File: src/rtl/gate_check_pkg.sv
// Shared types and constants for the gate check sequencer.
package gate_check_pkg;

  typedef enum logic [1:0] {
    IDLE   = 2'd0,
    SETTLE = 2'd1,
    SAMPLE = 2'd2,
    DONE   = 2'd3
  } state_t;

  localparam int NUM_VEC = 4;

  // Truth tables are indexed by {a,b}.
  localparam logic [3:0] TT_NOR = 4'b0001;
  localparam logic [3:0] TT_AND = 4'b1000;
  localparam logic [3:0] TT_OR  = 4'b1110;
  localparam logic [3:0] TT_XOR = 4'b0110;

endpackage

File: src/rtl/gate_check_seq_timer.sv
// Loadable down-counter that measures the operand settle interval.
module settle_timer #(
  parameter int CNT_W = 8
) (
  input  logic             clk,
  input  logic             rst_n,
  input  logic             load,
  input  logic             en,
  input  logic [CNT_W-1:0] load_val,
  output logic             zero
);

  logic [CNT_W-1:0] count;

  always_ff @(posedge clk or negedge rst_n) begin
    if (!rst_n) begin
      count <= '0;
    end else if (load) begin
      count <= load_val;
    end else if (en && (count != '0)) begin
      count <= count - 1'b1;
    end
  end

  assign zero = (count == '0);

endmodule

File: src/rtl/gate_check_seq.sv
// Sequencer that walks a 2-input gate through all four input vectors and
// checks each sampled output against a truth table.
//
// state  | meaning
// IDLE   | waiting for start; results and operands held
// SETTLE | operands applied, timer running down
// SAMPLE | gate output compared against the truth table
// DONE   | one-cycle completion pulse
module gate_check_seq
  import gate_check_pkg::*;
#(
  parameter int         SETTLE_CYC = 3,
  parameter logic [3:0] TRUTH_TT   = TT_NOR,
  parameter int         CNT_W      = 8
) (
  input  logic       clk,
  input  logic       rst_n,
  input  logic       start,
  output logic       gate_a,
  output logic       gate_b,
  input  logic       gate_y,
  output logic       busy,
  output logic       done,
  output logic       pass,
  output logic [2:0] err_cnt,
  output logic [3:0] fail_vec,
  output logic [1:0] vec_idx
);

  localparam logic [CNT_W-1:0] RELOAD   = CNT_W'(SETTLE_CYC - 1);
  localparam logic [1:0]       LAST_VEC = 2'(NUM_VEC - 1);

  state_t     state, state_nxt;
  logic [1:0] ops, ops_nxt;
  logic [1:0] vec_nxt;
  logic [2:0] err_nxt;
  logic [3:0] fail_nxt;
  logic       pass_nxt;
  logic       tmr_load, tmr_en, tmr_zero;

  settle_timer #(.CNT_W(CNT_W)) u_timer (
    .clk      (clk),
    .rst_n    (rst_n),
    .load     (tmr_load),
    .en       (tmr_en),
    .load_val (RELOAD),
    .zero     (tmr_zero)
  );

  always_ff @(posedge clk or negedge rst_n) begin
    if (!rst_n) begin
      state    <= IDLE;
      ops      <= 2'b00;
      vec_idx  <= 2'd0;
      err_cnt  <= 3'd0;
      fail_vec <= 4'd0;
      pass     <= 1'b0;
    end else begin
      state    <= state_nxt;
      ops      <= ops_nxt;
      vec_idx  <= vec_nxt;
      err_cnt  <= err_nxt;
      fail_vec <= fail_nxt;
      pass     <= pass_nxt;
    end
  end

  always_comb begin
    state_nxt = state;
    ops_nxt   = ops;
    vec_nxt   = vec_idx;
    err_nxt   = err_cnt;
    fail_nxt  = fail_vec;
    pass_nxt  = pass;
    tmr_load  = 1'b0;
    tmr_en    = 1'b0;
    case (state)
      IDLE: begin
        if (start) begin
          err_nxt   = 3'd0;
          fail_nxt  = 4'd0;
          pass_nxt  = 1'b0;
          vec_nxt   = 2'd0;
          ops_nxt   = 2'b00;
          tmr_load  = 1'b1;
          state_nxt = SETTLE;
        end
      end
      SETTLE: begin
        if (tmr_zero) state_nxt = SAMPLE;
        else          tmr_en    = 1'b1;
      end
      SAMPLE: begin
        if (gate_y != TRUTH_TT[vec_idx]) begin
          fail_nxt[vec_idx] = 1'b1;
          err_nxt           = err_cnt + 3'd1;
        end
        // pass is resolved here so it is already valid during the done pulse
        if (vec_idx == LAST_VEC) begin
          pass_nxt  = (err_nxt == 3'd0);
          state_nxt = DONE;
        end else begin
          vec_nxt   = vec_idx + 2'd1;
          ops_nxt   = vec_idx + 2'd1;
          tmr_load  = 1'b1;
          state_nxt = SETTLE;
        end
      end
      DONE: state_nxt = IDLE;
      default: state_nxt = IDLE;
    endcase
  end

  assign gate_a = ops[1];
  assign gate_b = ops[0];
  assign busy   = (state == SETTLE) || (state == SAMPLE);
  assign done   = (state == DONE);

endmodule
File: config.mk
export PLATFORM = sky130hd
export DESIGN_NAME = gate_check_seq
export DESIGN_NICKNAME = d
export VERILOG_FILES = /design/src/rtl/gate_check_pkg.sv /design/src/rtl/gate_check_seq_timer.sv /design/src/rtl/gate_check_seq.sv
export SDC_FILE = /design/constraint.sdc
export NUM_CORES = 1
export LEC_CHECK = 0
export CORE_MARGIN = 4
export CORE_UTILIZATION = 50
export CTS_BUF_LIST = sky130_fd_sc_hd__clkbuf_8
export CTS_CLUSTER_DIAMETER = 120
export DETAILED_ROUTE_END_ITERATION = 8
export MAX_ROUTING_LAYER = met4
export PLACE_DENSITY = 0.73
export SYNTH_ARGS = -nofsm -noshare
export SYNTH_HDL_FRONTEND = slang
export SYNTH_HIERARCHICAL = 1
export SYNTH_SLANG_ARGS = --single-unit
File: constraint.sdc
create_clock -name clk -period 4.2 [get_ports clk]
set_clock_uncertainty 0.1 [all_clocks]
set_input_delay 0.84 -clock clk [delete_from_list [all_inputs] [get_ports clk]]
set_output_delay 0.84 -clock clk [all_outputs]
set_load 0.03 [all_outputs]
-- After elaboration in Yosys (flattened, before gate mapping)
Index checks and enable logic that the tools add are counted.
W data, S select, Z words.
- flip-flop bits (word level): 20
- bits of input ports: 4
- add/subtract/negate cells: 3
- $lt $le $gt $ge: 2
- equal/unequal tests: 10
- mux-type cells: 28
- bitwise operators: 1
- reductions and logical operators: 14
- operator list (operator ; count):
    $mux W8 ; 2
    $mux W2 ; 5
    $ne A2 B2 Y1 const B ; 5
    $mux W3 ; 3
    $reduce_and A3 Y1 ; 3
    $logic_not A8 Y1 ; 1
    $mux W1 ; 8
    $mux W4 ; 2
    $pmux W2 S4 ; 1
    $pmux W4 S2 ; 1
    $reduce_bool A8 Y1 ; 1
    $sub A8 B1 Y8 const B ; 1
    $eq A2 B2 Y1 const B ; 3
    $pmux W3 S2 ; 1
    $or A4 B4 Y4 ; 1
    $pmux W1 S2 ; 2
    $pmux W2 S2 ; 1
    $reduce_and A2 Y1 ; 2
    $reduce_bool A2 Y1 ; 2
    $add A3 B1 Y3 const B ; 1
    $logic_not A3 Y1 ; 1
    $lt A2 B3 Y1 const B ; 1
    $add A2 B1 Y2 const B ; 1
    $bmux W1 S2 ; 1
    7 further kinds ; 8

-- Longest topological paths before layout
Gate-level depths: netlist of run 1.
- word-level depth: 8
- mapped depth: 9
- mapped depth without buffers: 8

-- Cells and area by module
Netlist of run 1, hierarchy kept.
- by module, submodules not included (module ; times used ; cells an instance ; area each (um^2) ; seq. area each (um^2)):
    gate_check_seq ; 1 ; 96 ; 849.6 ; 300.3
    settle_timer ; 1 ; 58 ; 528.0 ; 200.2

-- Worst setup path after synthesis of run 1
OpenSTA, ideal clock, no wires.
- kind: register -> register
- start point: reg u_timer.count[0]
- end point: reg u_timer.count[7]
- setup time: 0.126 ns
- arrival: 2.134 ns
- required time: 3.974 ns
- slack: 1.840 ns
- stages on the path, launching flop included: 9
- path buffers: 0
- period minus slack after synthesis: 2.360 ns
- cells stage by stage: dfrtp_1 -> inv_1 -> ha_1 -> or3b_2 -> nor2_1 -> nor2b_1 -> or3b_1 -> o311a_1 -> a221o_1
- longest elaborated chain between the ends: 5
- elaborated cells between the ends (all ways): 9
- RTL lines (item ; line ; source):
    from (decl) ; gate_check_seq_timer.sv:13 ; logic [CNT_W-1:0] count;
    from (signal assigned) ; gate_check_seq_timer.sv:19 ; count <= load_val;
    from (signal assigned) ; gate_check_seq_timer.sv:21 ; count <= count - 1'b1;
    $logic_not A8 Y1 ; gate_check_seq_timer.sv:25 ; assign zero = (count == '0);
    named net tmr_zero ; gate_check_seq.sv:39 ; logic tmr_load, tmr_en, tmr_zero;
    $mux W1 ; gate_check_seq.sv:90 ; if (tmr_zero) state_nxt = SAMPLE;
    $mux W1 ; gate_check_seq.sv:77 ; case (state)
    named net tmr_en ; gate_check_seq.sv:39 ;
    $logic_and A1 B1 Y1 ; gate_check_seq_timer.sv:20 ; end else if (en && (count != '0)) begin
    $reduce_bool A2 Y1 (no source line) ; - ;
The timed path passes the listed nets, and every way through them passes these cells. The select of a mux whose other input is x is not followed.
A chain may end at the register's enable or synchronous reset.

-- Final worst setup path of run 1
- start point: reg state[0]
- end point: reg u_timer.count[7]
- elaborated cells between the ends (all ways): 8
- RTL lines (item ; line ; source):
    from (decl) ; gate_check_seq.sv:33 ; state_t state, state_nxt;
    from (signal assigned) ; gate_check_seq.sv:59 ; state <= state_nxt;
    $eq A2 B2 Y1 or $logic_not A2 Y1 (tied branches) ; gate_check_seq.sv:77 ;
    $pmux W1 S2 (*) ; gate_check_seq.sv:77 ;
    named net tmr_load ; gate_check_seq.sv:39 ;
    $mux W8 or $reduce_bool A2 Y1 (tied branches) ; - ;
The timed path passes the listed nets; every way through them passes the cells marked *.

==> results.txt, run 1 <==
H-Tree Level Count = 1
worst setup path start = state[0]
PwrDens = 833 nW/um2
clk_lat worst skew = 260 ps
Setup Fix Bufs, Post-CTS = 0
clk buf depth = 2
Worst setup SP type = register
gpl congestion = 0.866
RSZ-0062 raised after global routing = false
R2R Path Start = state[0]
vias in the first global route = 1071
per-cell routed wire length = 14.8 um
final setup vio count = 0
synthesized flop and latch total = 20
Vias/cell = 6.10
post-layout min period = 2950 ps
TritonCTS clock tree = done
final period utilization = 0.702
CTS Root Cell = clkbuf_8
initial antenna violation count = 0
hold path depth = 2
gr ovfl total = 0
crit-path max cell delay = 550 ps
crit path cell chain = inv_1 -> ha_1 -> nor2b_1 -> a21o_1 -> clkinv_1 -> o311a_1 -> a221o_1
Syn Inst Count = 154
slew of the pin with the lowest slew margin = 895 ps
FMAX = 339 MHz
Core ar. = 2540 um2
Detailed Route Iter0 Violations = 69
Max stage delay cell, worst path = ha_1
Routed WL = 2980 um
area delta synth->final = 15.9%
DRC = 0
Max-slew headroom = 0.401
IO Pins = 18
Row Count = 18
Die Y-Extent = 60.5 um
Seq/Total Area, Yosys = 0.363
CP delay by family, top = compound AO/OA/AOI/OAI gates
Placed Cells incl. Taps = 198
Total GRT Usage = 0.179
top cells by area, synth = dfrtp_1, ha_1, o21ai_0
Worst-path clk slew = 70 ps
Critical Path Stages = 7
Final Core Density = 0.627
Cell Count, Final, Fillers Out = 201
Max Transition Viols Final = 0
largest net degree at the start of global routing = 21
status = complete, no violations
Via Count = 1227
reg2reg path depth = 7
Main synth FF type = dfrtp_1
hold buffers post-CTS = 0
HPWL Detailed = 2170 um
drt first pass iters = 4
Leakage Power = 0.676 nW
CP Max Fanout = 19
I/O Buffers = 17
area fraction of the dominant cell type after synthesis = 0.363
Hold Path Origin = pass
Post-synth ARST share = 1.00
die width = 60.5 um
filler instances = 208
Max-Cap Viols = 0
clock sink count = 20
share of cells above drive strength 1 = 0.0409
Seq. cell area = 500 um2
critical path class = reg2reg
footprint of the multi-input gates = 813 um2
Synth cell types = 42
Post-DRT Antenna Nets = 0
Final nets = 189
WP data arrival = 2990 ps
Inserted Diodes = 0
Synth Area per Inst = 8.95 um2
first-pass GRT wire length = 4800 um
CTS buffer count = 3
area leader, netlist = dfrtp_1
Setup TNS = 0 ps
Min-Delay Path Class = reg2reg
Critical Path RT = 4250 ps
Syn Std Cell Area = 1380 um2
Die Area = 3660 um2
Initial Util = 0.541
critical path capture point type = register
Fin. Hold Viols = 0
EDFF count, synth = 0
VDD IR-drop max = 576 uV
Synth warnings = 6
post-cts sizing count = 0
crit path buf inv count = 2
-- state kept, by name, summed over array words and instances (netlist names) --
register	flops
fail_vec	4
err_cnt	3
ops	2
u_timer/count	8
state	2
pass	1
-- cell type report --
class                   instances  share of cell area
repair buffers                 17               0.107
inverters                       9              0.0212
multi-input cells             122               0.509
well taps                      30              0.0235
flip-flops and latches         20               0.313
clock buffers                   3              0.0259
-- worst min-delay path, cell delays in order (launching register included) --
cell,delay (ps)
dfrtp_1,360
o31ai_1,70
o31ai_1,60
-- cell usage after synthesis (all sizes together) (2+ instances only) --
library cell  number
nand3              5
a221o              2
nor4               2
o31ai              3
nand4b             2
or3b               2
nand2b             2
o211ai             2
a2bb2oi            2
inv                8
buf                6
ha                12
conb               2
dfrtp             20
nor2              10
nand4              3
a31oi              9
clkbuf             3
o21ai             14
a21oi             10
or4                3
nor3               5
nand2              4
nor2b              6
nor3b              3
a211o              2
-- logic make-up (layout without fill, tap and decap cells) --
| family | after synthesis | after routing | synth area share |
|---|---|---|---|
| and+or+nand+nor | 50 | 50 | 0.207 |
| other | 2 | 8 | 0.00545 |
| buffers and inverters | 18 | 29 | 0.0627 |
| AOI/OAI and AO/OA | 51 | 51 | 0.241 |
| xor gates and xnor gates | 1 | 1 | 0.0118 |
| DFF | 20 | 20 | 0.363 |
| adders and majority gates | 12 | 12 | 0.109 |
-- path summary, 6_finish.rpt --
check	slack (ps)	end
setup / recovery	1250	u_timer/count[7]
hold / removal	430	pass
setup reg to reg	1250	u_timer/count[7]
hold reg to reg	430	pass
max in group asynchronous	2460	u_timer/count[4]
min in group asynchronous	980	err_cnt[1]
-- placed cells by master, fill, tap and decap left out, types with 6 or more instances in the layout --
| cell | synthesis | final |
|---|---|---|
| dfrtp_1 | 20 | 20 |
| clkdlybuf4s50_1 | 0 | 17 |
| o21ai_0 | 14 | 14 |
| ha_1 | 12 | 12 |
| a21oi_1 | 10 | 10 |
| nor2_1 | 10 | 10 |
| a31oi_1 | 9 | 9 |
| inv_1 | 8 | 8 |
| conb_1 | 2 | 8 |
| nor2b_1 | 6 | 6 |
-- where the power goes --
group / internal, mW / leakage, nW / switching [mW]
registers: 0.284 / 0.253 / 0.105
clock network: 0.0639 / 0.0216 / 0.0582
logic: 0.323 / 0.402 / 0.496
-- layer usage --
metal | track usage | vias to the layer above | part of all wire
met3 | 0.0468 | 7 | 0.058
li1 | - | 601 | -
met4 | 0.0402 | 0 | 0.0084
met2 | 0.273 | 38 | 0.44
met1 | 0.239 | 581 | 0.49
met5 | - | - | 0
-- through the flow --
step	area, um2	hold WS (ps)	power [mW]	setup slack [ps]
4_1_cts	1600	427	1.33	1310
3_3_place_gp	1560	394	1.17	1270
5_1_grt	1600	487	1.44	1070
3_5_place_dp	1560	410	1.20	1180
6_report	1600	426	1.33	1250
2_1_floorplan	1400	400	0.979	1840
Note: power is estimated with default switching activity, not from simulation.
==> inputs of run 2 (changes only) <==
Settings changed: PLACE_DENSITY 0.73 to 0.76.
Clock period 4.2 ns to 2.7 ns, I/O delays scaled along.
==> results.txt, run 2 (same netlist as run 1, synthesis figures left out) <==
clk_lat worst skew = 260 ps (about the same)
Setup Fix Bufs, Post-CTS = 0 (unchanged)
met3 GRT Util = 0.0277 (was 0.0468)
Total GRT Usage = 0.197 (was 0.179)
Leakage Power = 0.713 nW (was 0.676 nW)
gpl congestion = 0.881 (was 0.866)
Die Area = 3660 um2 (unchanged)
vias in the first global route = 1168 (was 1071)
post-layout min period = 2390 ps (was 2950 ps)
Max Transition Viols Final = 0 (unchanged)
Worst setup SP type = register (unchanged)
register with the most flip-flops = u_timer/count (unchanged)
busiest grt layer = met1 (was met2)
crit-path max cell delay = 450 ps (was 550 ps)
FMAX = 418 MHz (was 339 MHz)
largest net degree at the start of global routing = 21 (unchanged)
Row Count = 18 (unchanged)
Post-DRT Antenna Nets = 0 (unchanged)
IO Pins = 18 (unchanged)
Die Y-Extent = 60.5 um (unchanged)
Max-Cap Viols = 0 (unchanged)
RSZ-0062 raised after global routing = false (unchanged)
Worst-path clk slew = 80 ps (was 70 ps)
share of cells above drive strength 1 = 0.0787 (was 0.0409)
Cell Count, Final, Fillers Out = 208 (was 201)
die width = 60.5 um (unchanged)
max reg flops = 8 (unchanged)
DRC = 0 (unchanged)
critical path class = reg2reg (unchanged)
WP data arrival = 2440 ps (was 2990 ps)
Core ar. = 2540 um2 (unchanged)
Initial Util = 0.541 (unchanged)
Via Count = 1216 (was 1227)
clock sink count = 20 (unchanged)
H-Tree Level Count = 1 (unchanged)
VDD IR-drop max = 951 uV (was 576 uV)
area delta synth->final = 20.2% (was 15.9%)
HPWL Detailed = 2220 um (was 2170 um)
CP Max Fanout = 6 (was 19)
Routed WL = 3030 um (was 2980 um)
post-cts sizing count = 0 (unchanged)
Fin. Hold Viols = 0 (unchanged)
drt first pass iters = 4 (unchanged)
design area = 1660 um2 (was 1600 um2)
critical path capture point type = register (unchanged)
slew of the pin with the lowest slew margin = 643 ps (was 895 ps)
met2 capacity usage during global routing = 0.275 (was 0.273)
I/O Buffers = 17 (unchanged)
gr ovfl total = 0 (unchanged)
Setup TNS = 0 ps (unchanged)
Critical Path RT = 2740 ps (was 4250 ps)
Max stage delay cell, worst path = or3b_1 (was ha_1)
clk buf depth = 2 (unchanged)
Placed Cells incl. Taps = 204 (was 198)
Final nets = 195 (was 189)
status = complete, no violations (unchanged)
first-pass GRT wire length = 5330 um (was 4800 um)
Max-slew headroom = 0.567 (was 0.401)
GR Util met1 = 0.284 (was 0.239)
initial antenna violation count = 0 (unchanged)
hold buffers post-CTS = 0 (unchanged)
commonest non-fill, non-tap cells in the layout = dfrtp_1, clkdlybuf4s50_1, o21ai_0 (unchanged)
per-cell routed wire length = 14.6 um (was 14.8 um)
final setup vio count = 0 (unchanged)
Detailed Route Iter0 Violations = 42 (was 69)
CTS buffer count = 3 (unchanged)
Vias/cell = 5.85 (was 6.10)
Min-Delay Path Class = reg2reg (unchanged)
dpl cell area = 1600 um2 (was 1560 um2)
TritonCTS clock tree = done (unchanged)
CTS Root Cell = clkbuf_8 (unchanged)
final period utilization = 0.886 (was 0.702)
Inserted Diodes = 0 (unchanged)
most common cell after layout, fill and taps aside = dfrtp_1 (unchanged)
filler instances = 204 (was 208)
biggest regs = u_timer/count: 8 flops, fail_vec: 4 flops, err_cnt: 3 flops (unchanged)
PwrDens = 1300 nW/um2 (was 833 nW/um2)
crit path cell chain = inv_1 -> ha_1 -> or3b_2 -> nor2_1 -> nor2b_1 -> or3b_1 -> o311a_1 -> a221o_1 (was inv_1 -> ha_1 -> nor2b_1 -> a21o_1 -> clkinv_1 -> o311a_1 -> a221o_1)
run 2: cell count changes in the layout (fill, tap and decap cells not counted):
cell      delta
buf_4        +6
clkbuf_8     +1
run 2: where the power goes:
| part | switching (mW) | internal [mW] | leakage, nW | total, mW |
|---|---|---|---|---|
| Sequential | 0.166 | 0.441 | 0.253 | 0.607 |
| Clock | 0.0983 | 0.130 | 0.0288 | 0.228 |
| Combinational | 0.772 | 0.542 | 0.431 | 1.31 |
run 2: path summary, 6_finish.rpt:
kind                       depth (start not counted)          endpoint             start  slack (ps)
min in group asynchronous                          2          state[1]             rst_n         530
max reg2reg                                        8  u_timer/count[7]  u_timer/count[0]         310
min reg2reg                                        2              pass              pass         430
max in group asynchronous                          2              pass             rst_n        1750
min                                                2              pass              pass         430
max                                                8  u_timer/count[7]  u_timer/count[0]         310
run 2: layer usage:
metal,wire (um),part of all wire,vias up
met3,152,0.050,4
met4,35,0.012,0
met2,1290,0.42,35
li1,-,-,612
met1,1560,0.51,565
met5,0,0,-
run 2: final cells by class:
type | count | area, um2 | share of cell area
clock buffer | 4 | 55.1 | 0.0333
multi-input combinational | 122 | 813 | 0.491
tap | 30 | 37.5 | 0.0227
timing repair buffer | 23 | 215 | 0.130
inverter | 9 | 33.8 | 0.0204
sequential | 20 | 500 | 0.302
run 2: through the flow:
step                      setup slack [ps]  utilization  total power [mW]  hold slack (ps)
after CTS                              322        0.650              2.15              435
after floorplan                        340            -              1.52              144
after detailed placement               328        0.629              1.91              418
final                                  307        0.650              2.15              429
after global placement                 443        0.629              1.86              406
after global routing                   162        0.650              2.33              479
run 2: critical path, delay by kind of cell, from the launching register on:
| family | cells | cell delay (ps) |
|---|---|---|
| adder cells (fa/ha/maj) | 1 | 240 |
| AO/OA/AOI/OAI | 2 | 580 |
| AND/OR/NAND/NOR | 4 | 880 |
| flip-flops | 1 | 380 |
| buffers and inverters | 1 | 90 |
==> inputs of run 3 (changes only) <==
Clock period 2.7 ns to 2.2 ns, I/O delays scaled along.
==> results.txt, run 3 (same netlist as run 1, synthesis figures left out) <==
gr ovfl total = 0 (unchanged)
Die Area = 3660 um2 (unchanged)
Vias/cell = 5.83 (was 5.85)
HPWL Detailed = 2580 um (was 2220 um)
clock sink count = 20 (unchanged)
Max-Cap Viols = 0 (unchanged)
Fin. Hold Viols = 0 (unchanged)
Worst setup SP type = register (unchanged)
Final nets = 212 (was 195)
commonest non-fill, non-tap cells in the layout = buf_4, dfrtp_1, clkdlybuf4s50_1 (was dfrtp_1, clkdlybuf4s50_1, o21ai_0)
most common cell after layout, fill and taps aside = buf_4 (was dfrtp_1)
Routed WL = 3460 um (was 3030 um)
share of cells above drive strength 1 = 0.196 (was 0.0787)
GR Util met1 = 0.317 (was 0.284)
TritonCTS clock tree = done (unchanged)
I/O Buffers = 17 (unchanged)
area delta synth->final = 31.4% (was 20.2%)
IO Pins = 18 (unchanged)
post-layout min period = 2200 ps (was 2390 ps)
met2 capacity usage during global routing = 0.333 (was 0.275)
CP Max Fanout = 6 (unchanged)
clk buf depth = 2 (unchanged)
PwrDens = 1610 nW/um2 (was 1300 nW/um2)
register with the most flip-flops = u_timer/count (unchanged)
final period utilization = 0.999 (was 0.886)
Total GRT Usage = 0.229 (was 0.197)
WP data arrival = 2240 ps (was 2440 ps)
Core ar. = 2540 um2 (unchanged)
Final Core Density = 0.711 (was 0.650)
critical path class = reg2reg (unchanged)
Via Count = 1306 (was 1216)
clk_lat worst skew = 260 ps (about the same)
drt first pass iters = 4 (unchanged)
first-pass GRT wire length = 6120 um (was 5330 um)
Leakage Power = 0.798 nW (was 0.713 nW)
gpl congestion = 0.928 (was 0.881)
VDD IR-drop max = 1150 uV (was 951 uV)
Max Transition Viols Final = 0 (unchanged)
Pwr Total = 2.91 mW (was 2.15 mW)
slew of the pin with the lowest slew margin = 701 ps (was 643 ps)
reg2reg path depth = 8 (unchanged)
CTS Root Cell = clkbuf_8 (unchanged)
dpl cell area = 1720 um2 (was 1600 um2)
per-cell routed wire length = 15.4 um (was 14.6 um)
Row Count = 18 (unchanged)
Initial Util = 0.541 (unchanged)
biggest regs = u_timer/count: 8 flops, fail_vec: 4 flops, err_cnt: 3 flops (unchanged)
DRC = 0 (unchanged)
status = complete, no violations (unchanged)
Max-slew headroom = 0.529 (was 0.567)
reg2reg end = u_timer/count[7] (unchanged)
Inserted Diodes = 0 (unchanged)
H-Tree Level Count = 1 (unchanged)
Detailed Route Iter0 Violations = 96 (was 42)
final setup vio count = 0 (unchanged)
Die Y-Extent = 60.5 um (unchanged)
vias in the first global route = 1349 (was 1168)
Critical Path RT = 2250 ps (was 2740 ps)
max reg flops = 8 (unchanged)
initial antenna violation count = 0 (unchanged)
design area = 1810 um2 (was 1660 um2)
RSZ-0062 raised after global routing = true (was false)
Post-DRT Antenna Nets = 0 (unchanged)
CTS buffer count = 3 (unchanged)
busiest grt layer = met2 (was met1)
reg2reg setup slack = 3 ps (was 310 ps)
met3 GRT Util = 0.0340 (was 0.0277)
R2R Path Start = u_timer/count[1] (was u_timer/count[0])
critical path capture point type = register (unchanged)
largest net degree at the start of global routing = 21 (unchanged)
die width = 60.5 um (unchanged)
hold buffers post-CTS = 0 (unchanged)
Worst-path clk slew = 70 ps (was 80 ps)
FMAX = 455 MHz (was 418 MHz)
Min-Delay Path Class = in2async (was reg2reg)
[run 3: cell types whose count changed in the layout (fill, tap and decap cells not counted), sizes merged]
cell and delta:
buf +17, clkbuf -1, dlygate4sd2 +1, clkdlybuf4s50 -1
[run 3: worst max-delay path, cell delays in order, from the launching register on]
cell and delay (ps):
dfrtp_1 390, inv_2 70, ha_4 150, or3b_4 250, nor2_4 40, nor2b_4 110, or3b_4 420, o311a_1 310
a221o_1 260
[run 3: metal layers]
metal	vias to the layer above	share of wire
met3	8	0.066
met5	-	0
met2	51	0.46
met1	604	0.45
li1	643	-
met4	0	0.017
[run 3: how the worst max path moves through the flow]
stage,from,endpoint,slack (ps),cells past startpoint
floorplan,u_timer/count[0],u_timer/count[7],-20,8
global placement,u_timer/count[0],u_timer/count[7],80,8
detailed placement,u_timer/count[0],u_timer/count[7],-4,8
CTS,u_timer/count[1],u_timer/count[3],20,8
global route,u_timer/count[1],u_timer/count[7],-60,8
finish,u_timer/count[1],u_timer/count[7],3,8
[run 3: area by class of cell]
cell class	instances	area [um2]
Timing Repair Buffer	40	342
Clock buffer	3	41.3
Multi-Input combinational cell	122	856
Fill cell	186	734
Inverter	9	33.8
Tap cell	30	37.5
Sequential cell	20	500
[run 3: where the power goes]
| part | switching (mW) | internal, mW | leakage, nW | total (mW) |
|---|---|---|---|---|
| sequential | 0.181 | 0.541 | 0.253 | 0.722 |
| combinational | 1.08 | 0.864 | 0.523 | 1.94 |
| clock | 0.121 | 0.122 | 0.0216 | 0.243 |
[run 3: what timing repair did]
item / in CTS / in global routing
buffers inserted: 1 / 4
setup endpoints to repair: 2 / 3
gates resized for setup: 1 / 2
pin swaps: 1 / 1
[run 3: stage by stage]
step,TNS (ps),std cells,hold WS (ps),setup WS [ps]
final,0,224,447,3.12
after detailed placement,-3.69,216,430,-3.69
after global routing,-84.7,224,459,-58.4
after CTS,0,220,448,24.7
after global placement,0,216,408,75.8
after floorplan,-19.3,160,44.4,-19.3
